`src/rtl/pp_combine_54.sv`:
```
// Two-stage shift-and-add combiner for the six 27x18 partial products of a 54x54 unsigned multiply.
// One global advance moves both stages together, so backpressure on prod stalls the whole pipe.
module pp_combine_54 #(
    parameter int RADIX = 54,
    parameter int PP_W  = 45,
    parameter int CNT_W = 16
) (
    input  logic                 clk,
    input  logic                 rst_n,
    input  logic                 in_valid,
    output logic                 in_ready,
    input  logic [PP_W-1:0]      res_0,
    input  logic [PP_W-1:0]      res_1,
    input  logic [PP_W-1:0]      res_2,
    input  logic [PP_W-1:0]      res_3,
    input  logic [PP_W-1:0]      res_4,
    input  logic [PP_W-1:0]      res_5,
    output logic [2*RADIX-1:0]   prod,
    output logic                 out_valid,
    input  logic                 out_ready,
    output logic [CNT_W-1:0]     prod_count
);

    // A row is a 27x54 product: PP_W bits plus the 36-bit shift of its top term.
    localparam int ROW_W  = PP_W + 36;
    localparam int PROD_W = 2 * RADIX;

    logic              adv;
    logic              v1_d, v1_q;
    logic [ROW_W-1:0]  row_lo_d, row_lo_q;
    logic [ROW_W-1:0]  row_hi_d, row_hi_q;
    logic              out_valid_d, out_valid_q;
    logic [PROD_W-1:0] prod_d, prod_q;
    logic [CNT_W-1:0]  cnt_d, cnt_q;

    assign adv = !out_valid_q || out_ready;

    always_comb begin
        // NOTE: every target gets its hold value first, so the !adv path cannot infer a latch.
        v1_d        = v1_q;
        row_lo_d    = row_lo_q;
        row_hi_d    = row_hi_q;
        out_valid_d = out_valid_q;
        prod_d      = prod_q;
        cnt_d       = cnt_q;

        if (adv) begin
            v1_d        = in_valid;
            row_lo_d    = ROW_W'(res_0) + (ROW_W'(res_1) << 18) + (ROW_W'(res_2) << 36);
            row_hi_d    = ROW_W'(res_3) + (ROW_W'(res_4) << 18) + (ROW_W'(res_5) << 36);
            out_valid_d = v1_q;
            prod_d      = PROD_W'(row_lo_q) + (PROD_W'(row_hi_q) << 27);
        end

        if (out_valid_q && out_ready && (cnt_q != '1)) begin
            cnt_d = cnt_q + CNT_W'(1);
        end
    end

    always_ff @(posedge clk or negedge rst_n) begin
        if (!rst_n) begin
            // NOTE: data registers are reset too, so no stale product is visible after a mid-stream reset.
            v1_q        <= 1'b0;
            row_lo_q    <= '0;
            row_hi_q    <= '0;
            out_valid_q <= 1'b0;
            prod_q      <= '0;
            cnt_q       <= '0;
        end else begin
            // NOTE: non-blocking updates let stage 2 sample the pre-edge stage 1 values.
            v1_q        <= v1_d;
            row_lo_q    <= row_lo_d;
            row_hi_q    <= row_hi_d;
            out_valid_q <= out_valid_d;
            prod_q      <= prod_d;
            cnt_q       <= cnt_d;
        end
    end

    assign in_ready   = adv;
    assign out_valid  = out_valid_q;
    assign prod       = prod_q;
    assign prod_count = cnt_q;

endmodule

```
`config.mk`:
```
export PLATFORM = sky130hd
export DESIGN_NAME = pp_combine_54
export DESIGN_NICKNAME = d
export VERILOG_FILES = /design/src/rtl/pp_combine_54.sv
export SDC_FILE = /design/constraint.sdc
export NUM_CORES = 1
export LEC_CHECK = 0
export CAP_MARGIN = 0
export CORE_MARGIN = 5
export CORE_UTILIZATION = 45
export CTS_CLUSTER_DIAMETER = 80
export DETAILED_ROUTE_END_ITERATION = 16
export PLACE_DENSITY = 0.68
export SLEW_MARGIN = 20
export SYNTH_ARGS = -nofsm -noshare
export SYNTH_HDL_FRONTEND = slang
export SYNTH_SLANG_ARGS = --single-unit
```
`constraint.sdc`:
```
create_clock -name clk -period 4 [get_ports clk]
set_input_delay 0.8 -clock clk [delete_from_list [all_inputs] [get_ports clk]]
set_output_delay 0.8 -clock clk [all_outputs]
set_load 0.05 [all_outputs]
```
# ---- Word level (Yosys, flattened, before mapping)
# Cells that the tools add are included.
dict set report totals {
  ff_bits 288
  out_inout_bits 126
  elab_cells 17
}
dict set report classes {
  add_sub_neg 6
  n_eq_ne 1
  reduce_logical 4
}
# cell n
set op_table {}
lappend op_table {{adder 64 x 81 -> 81 bit} 2}
lappend op_table {{adder 45 x 63 -> 64 bit} 2}
lappend op_table {{adder 81 x 108 -> 108 bit} 1}
lappend op_table {{adder 16 x 1 -> 16 bit, second input constant} 1}
lappend op_table {{!= test 16 bit, second input constant} 1}
lappend op_table {{logical AND 1 bit} 2}
lappend op_table {{logical NOT 1 bit} 1}
lappend op_table {{logical OR 1 bit} 1}

# ---- Longest topological paths before layout
dict set report depth {
  ltp_word 2
  mapped_depth 15
  ltp_nobuf 14
}

# ---- Worst setup path before layout
# OpenSTA, ideal clock, no wires.
dict set report synth_timing {
  kind {input to register}
  startpoint {in res_3[36]}
  endpoint {reg row_hi_q[67]}
  setup_time_ps 132
  arrival_ps 3586
  required_ps 3868
  slack_ps 282
  cell_stages 15
  n_path_buf 1
  cell_sequence {inv_1 fa_1 inv_1 ha_1 buf_2 a21o_1 a21o_1 a21oi_1 o221ai_1 a211oi_2 nor3_4 o2111ai_4 a211oi_1 xnor2_1 o21ai_1}
}
dict set report synth_via {
  elab_chain_cells 2
}
# element line_no
set synth_lines {}
lappend synth_lines {{start, declared} 15} ;# input logic [PP_W-1:0] res_3,
lappend synth_lines {{adder 45 x 63 -> 64 bit} 50} ;# row_hi_d = ROW_W'(res_3) + (ROW_W'(res_4) << 18) + (ROW_W'(res_5) << 36);
lappend synth_lines {{adder 64 x 81 -> 81 bit} 50}
lappend synth_lines {{end signal, assigned} 73} ;# row_hi_q <= row_hi_d;
lappend synth_lines {{end, declared} 31} ;# logic [ROW_W-1:0] row_hi_d, row_hi_q;
# No other way between the ends.
# A chain may end at the register's enable or synchronous reset.

# ---- Worst setup path in the final report
dict set report layout_timing {
  startpoint {in res_3[37]}
  endpoint {reg row_hi_q[64]}
}
# Same word-level chain as after synthesis.

==> metrics.md <==
| Metric | Value |
|---|---|
| Fin crit share | 96.1% |
| Post-synthesis xor/xnor area fraction | 8.05% |
| TNS Setup | 0 ns |
| Routed Wire Length | 67.4 mm |
| Hold crit path type | in2async |
| Worst-path clk slew | 0.05 ns |
| Congestion Overflow GR | 0 |
| Slowest Stage Delay on Critical Path | 0.48 ns |
| Most common cell after layout, fill and taps aside | nand2_1 |
| Clock Sinks | 288 |
| WP buf/inv | 2 |
| Post-synthesis compound-gate area fraction | 21.0% |
| Max Clk Rate | 260 MHz |
| Synth Instances | 2,500 |
| Tot GR Track Use | 25.8% |
| Die Ht | 227 um |
| CP Capture Type | register |
| Tightest Pin Transition | 1.39 ns |
| Vias per inst | 5.45 |
| First-pass GRT wire length | 107 mm |
| Maximum vdd ir drop | 0.658 mV |
| Rel. slew slack | 6.61% |
| I/O Buffers | 399 |
| GP Congestion | 0.973 |
| Yosys reg bits | 288 |
| Htree depth | 2 |
| Worst path slowest cell | fa_1 |
| Core Region | 46,500 um2 |
| Critical path required time | 4.41 ns |
| Post-Synth Adder-Cell Area | 14.9% |
| DR vias | 20,100 |
| Starting Density | 45.4% |
| Worst path cell trace | clkdlybuf4s50_1 -> fa_1 -> ha_1 -> a21oi_1 -> o21ai_0 -> buf_4 -> a211oi_1 -> a21oi_2 -> o2111ai_2 -> a21oi_1 -> or2_1 -> a21o_1 -> a2111oi_2 -> nor3_1 |
| Sequential Area | 7210 um2 |
| Async SR Flop Fraction | 100% |
| Largest net degree at the start of global routing | 142 |
| Layout Skew | 0.0212 ns |
| CP top delay family | compound AO/OA/AOI/OAI gates |
| Total Die Area | 51,300 um2 |
| Area of the multi-input gates | 13,300 um2 |
| Synth Flop Type | dfrtp_1 |
| Post-synthesis mux area share | 0.202% |
| Max-capacitance violation count | 0 |
| Post-DRT Antenna Nets | 0 |
| # rows | 79 |
| Drt first pass iters | 5 |
| Critical path launch point type | input pin |
| Leak | 12.9 nW |
| Final Hold Fails | 0 |
| Synth warn | 0 |
| Crit path max fanout | 4 |
| CTS Buf Count | 36 |
| DIE WIDTH | 227 um |
| Final #Nets | 3,555 |
| Initial antenna violation count | 14 |
| Clock latency on the worst-skew pair | 0.55 ns |
| DRC violations left | 0 |
| CTS max path bufs | 3 |
| Post-synthesis cell type count | 80 |
| Largest family of logic cells by synthesized area | compound AO/OA/AOI/OAI gates |
| Synthesized Nets | 3,012 |
| Status | finished, final reports clean |
| Synth-to-Final Area Change | 35.6% |
| Post-layout min period | 3.85 ns |
| Max-slew violations | 0 |
| Vias in the first global route | 19,900 |
| Top Ports | 400 |
| Power Density | 605 nW/um2 |
| Root Buffer | clkbuf_16 |
| Critical Path AT | 4.25 ns |
| Worst Setup Path Type | in2reg |
| Share of layout cells above drive strength 1 | 11.1% |
| Post-DP HPWL | 54.1 mm |
| Post-synth EDFFs | 0 |
| Power Total | 0.0173 W |
| Avg WL per Cell | 18.3 um |
| Setup violators final | 0 |
| Syn Area/Cell | 8.44 um2 |
| Initial DRC count | 1,564 |
| CTS tree | built |
| Post-Synth Simple-Gate Area | 18.4% |
| Sequential fraction of the synthesis area | 34.1% |
| Fillers | 4,143 |
| Crit path top cell by count | a21oi_1 |
| Most frequent cells in the layout | 439 x nand2_1, 397 x clkdlybuf4s50_1, 288 x dfrtp_1 |
| Mapped cell area | 21,100 um2 |
## area by class of cell
class | instances | share of cell area, %
clock inverters | 16 | 0.971
repair buffers | 617 | 19.9
well taps | 607 | 2.65
clock buffers | 50 | 3.72
flip-flops and latches | 288 | 25.2
inverters | 66 | 0.892
multi-input cells | 2034 | 46.6
diodes | 8 | 0.0700
## routing by layer
| layer | track usage (%) | vias to the layer above | wire (um) |
|---|---|---|---|
| li1 | - | 9902 | - |
| met1 | 38.4 | 9512 | 31900 |
| met3 | 4.34 | 97 | 4170 |
| met2 | 39.5 | 578 | 29700 |
| met4 | 6.48 | 12 | 1560 |
| met5 | 0 | - | 68 |
## where the power goes
part           switching, W  leakage (nW)  internal [W]  total (W)
registers          0.000714          3.39       0.00379    0.00450
clock network       0.00130         0.656       0.00232    0.00362
logic               0.00559          8.82       0.00360    0.00920
total               0.00760          12.9       0.00972     0.0173
## cells in the mapped netlist, types with 4 or more instances
cell	number	area (um2)
or3_1	7	43.8
o21ai_0	124	621
a31oi_1	29	181
nand2_1	440	1650
o31ai_1	6	45.0
o21bai_1	27	203
buf_2	18	90.1
nor3_1	19	95.1
fa_1	21	420
and3_1	25	156
a21boi_0	8	60.1
and2_1	11	68.8
nand3_1	50	250
o21ai_1	37	185
xnor2_1	129	1130
dfrtp_1	288	7210
buf_1	4	15.0
a21o_1	77	578
nor2_1	222	833
a211oi_1	27	203
clkbuf_1	89	334
o22ai_1	4	25.0
a21oi_1	276	1380
nand4_1	45	282
o31a_1	6	52.6
and4_1	4	35.0
a21boi_1	5	37.5
a31o_2	4	35.0
ha_1	217	2720
o2111ai_2	4	60.1
nand2b_1	12	75.1
inv_1	66	248
xor2_1	65	569
nor4_1	15	93.8
o21a_1	13	97.6
a221oi_1	4	35.0
o211ai_1	9	67.6
nor2b_1	18	113
## state kept, by name (all words and copies together) (netlist names)
| register | count |
|---|---|
| prod | 108 |
| row_hi_q | 81 |
| row_lo_q | 81 |
| prod_count | 16 |
| out_valid | 1 |
| v1_q | 1 |
## cells by family after synthesis
group | after synthesis
AOI/OAI and AO/OA | 708
xor gates and xnor gates | 194
and+or+nand+nor | 890
buffers and inverters | 178
adders and majority gates | 238
DFF | 288
muxes | 4
## path summary, 6_finish.rpt
kind,start,end,slack (ns),cells after the start
min in group clk,v1_q$_DFFE_PN0P_,out_valid$_DFFE_PN0P_,0.46,1
max in group asynchronous,rst_n,row_hi_q[64]$_DFFE_PN0P_,2.77,2
setup reg to reg,row_lo_q[27]$_DFFE_PN0P_,prod[75]$_DFFE_PN0P_,0.57,12
hold reg to reg,v1_q$_DFFE_PN0P_,out_valid$_DFFE_PN0P_,0.46,1
setup / recovery,res_3[37],row_hi_q[64]$_DFFE_PN0P_,0.15,14
hold / removal,rst_n,row_lo_q[18]$_DFFE_PN0P_,0.31,1
## timing repair
action,in CTS,in global routing
resized for setup,0,22
hold buffers,0,0
setup buffers,0,3
setup endpoints to repair,0,38
## metrics by stage
stage | std cells | hold WS [ns] | utilization [%] | cell area [um2] | setup WS [ns]
2_1_floorplan | 2500 | 0.430 | - | 21100 | 0.282
3_3_place_gp | 3609 | 0.447 | 58.4 | 27100 | -0.426
3_5_place_dp | 3609 | 0.455 | 58.4 | 27100 | -0.513
4_1_cts | 3675 | 0.305 | 61.3 | 28500 | 0.0448
5_1_grt | 3686 | 0.354 | 61.6 | 28600 | -0.0269
6_report | 3686 | 0.310 | 61.6 | 28600 | 0.155
Power figures use the tool's default switching activity.
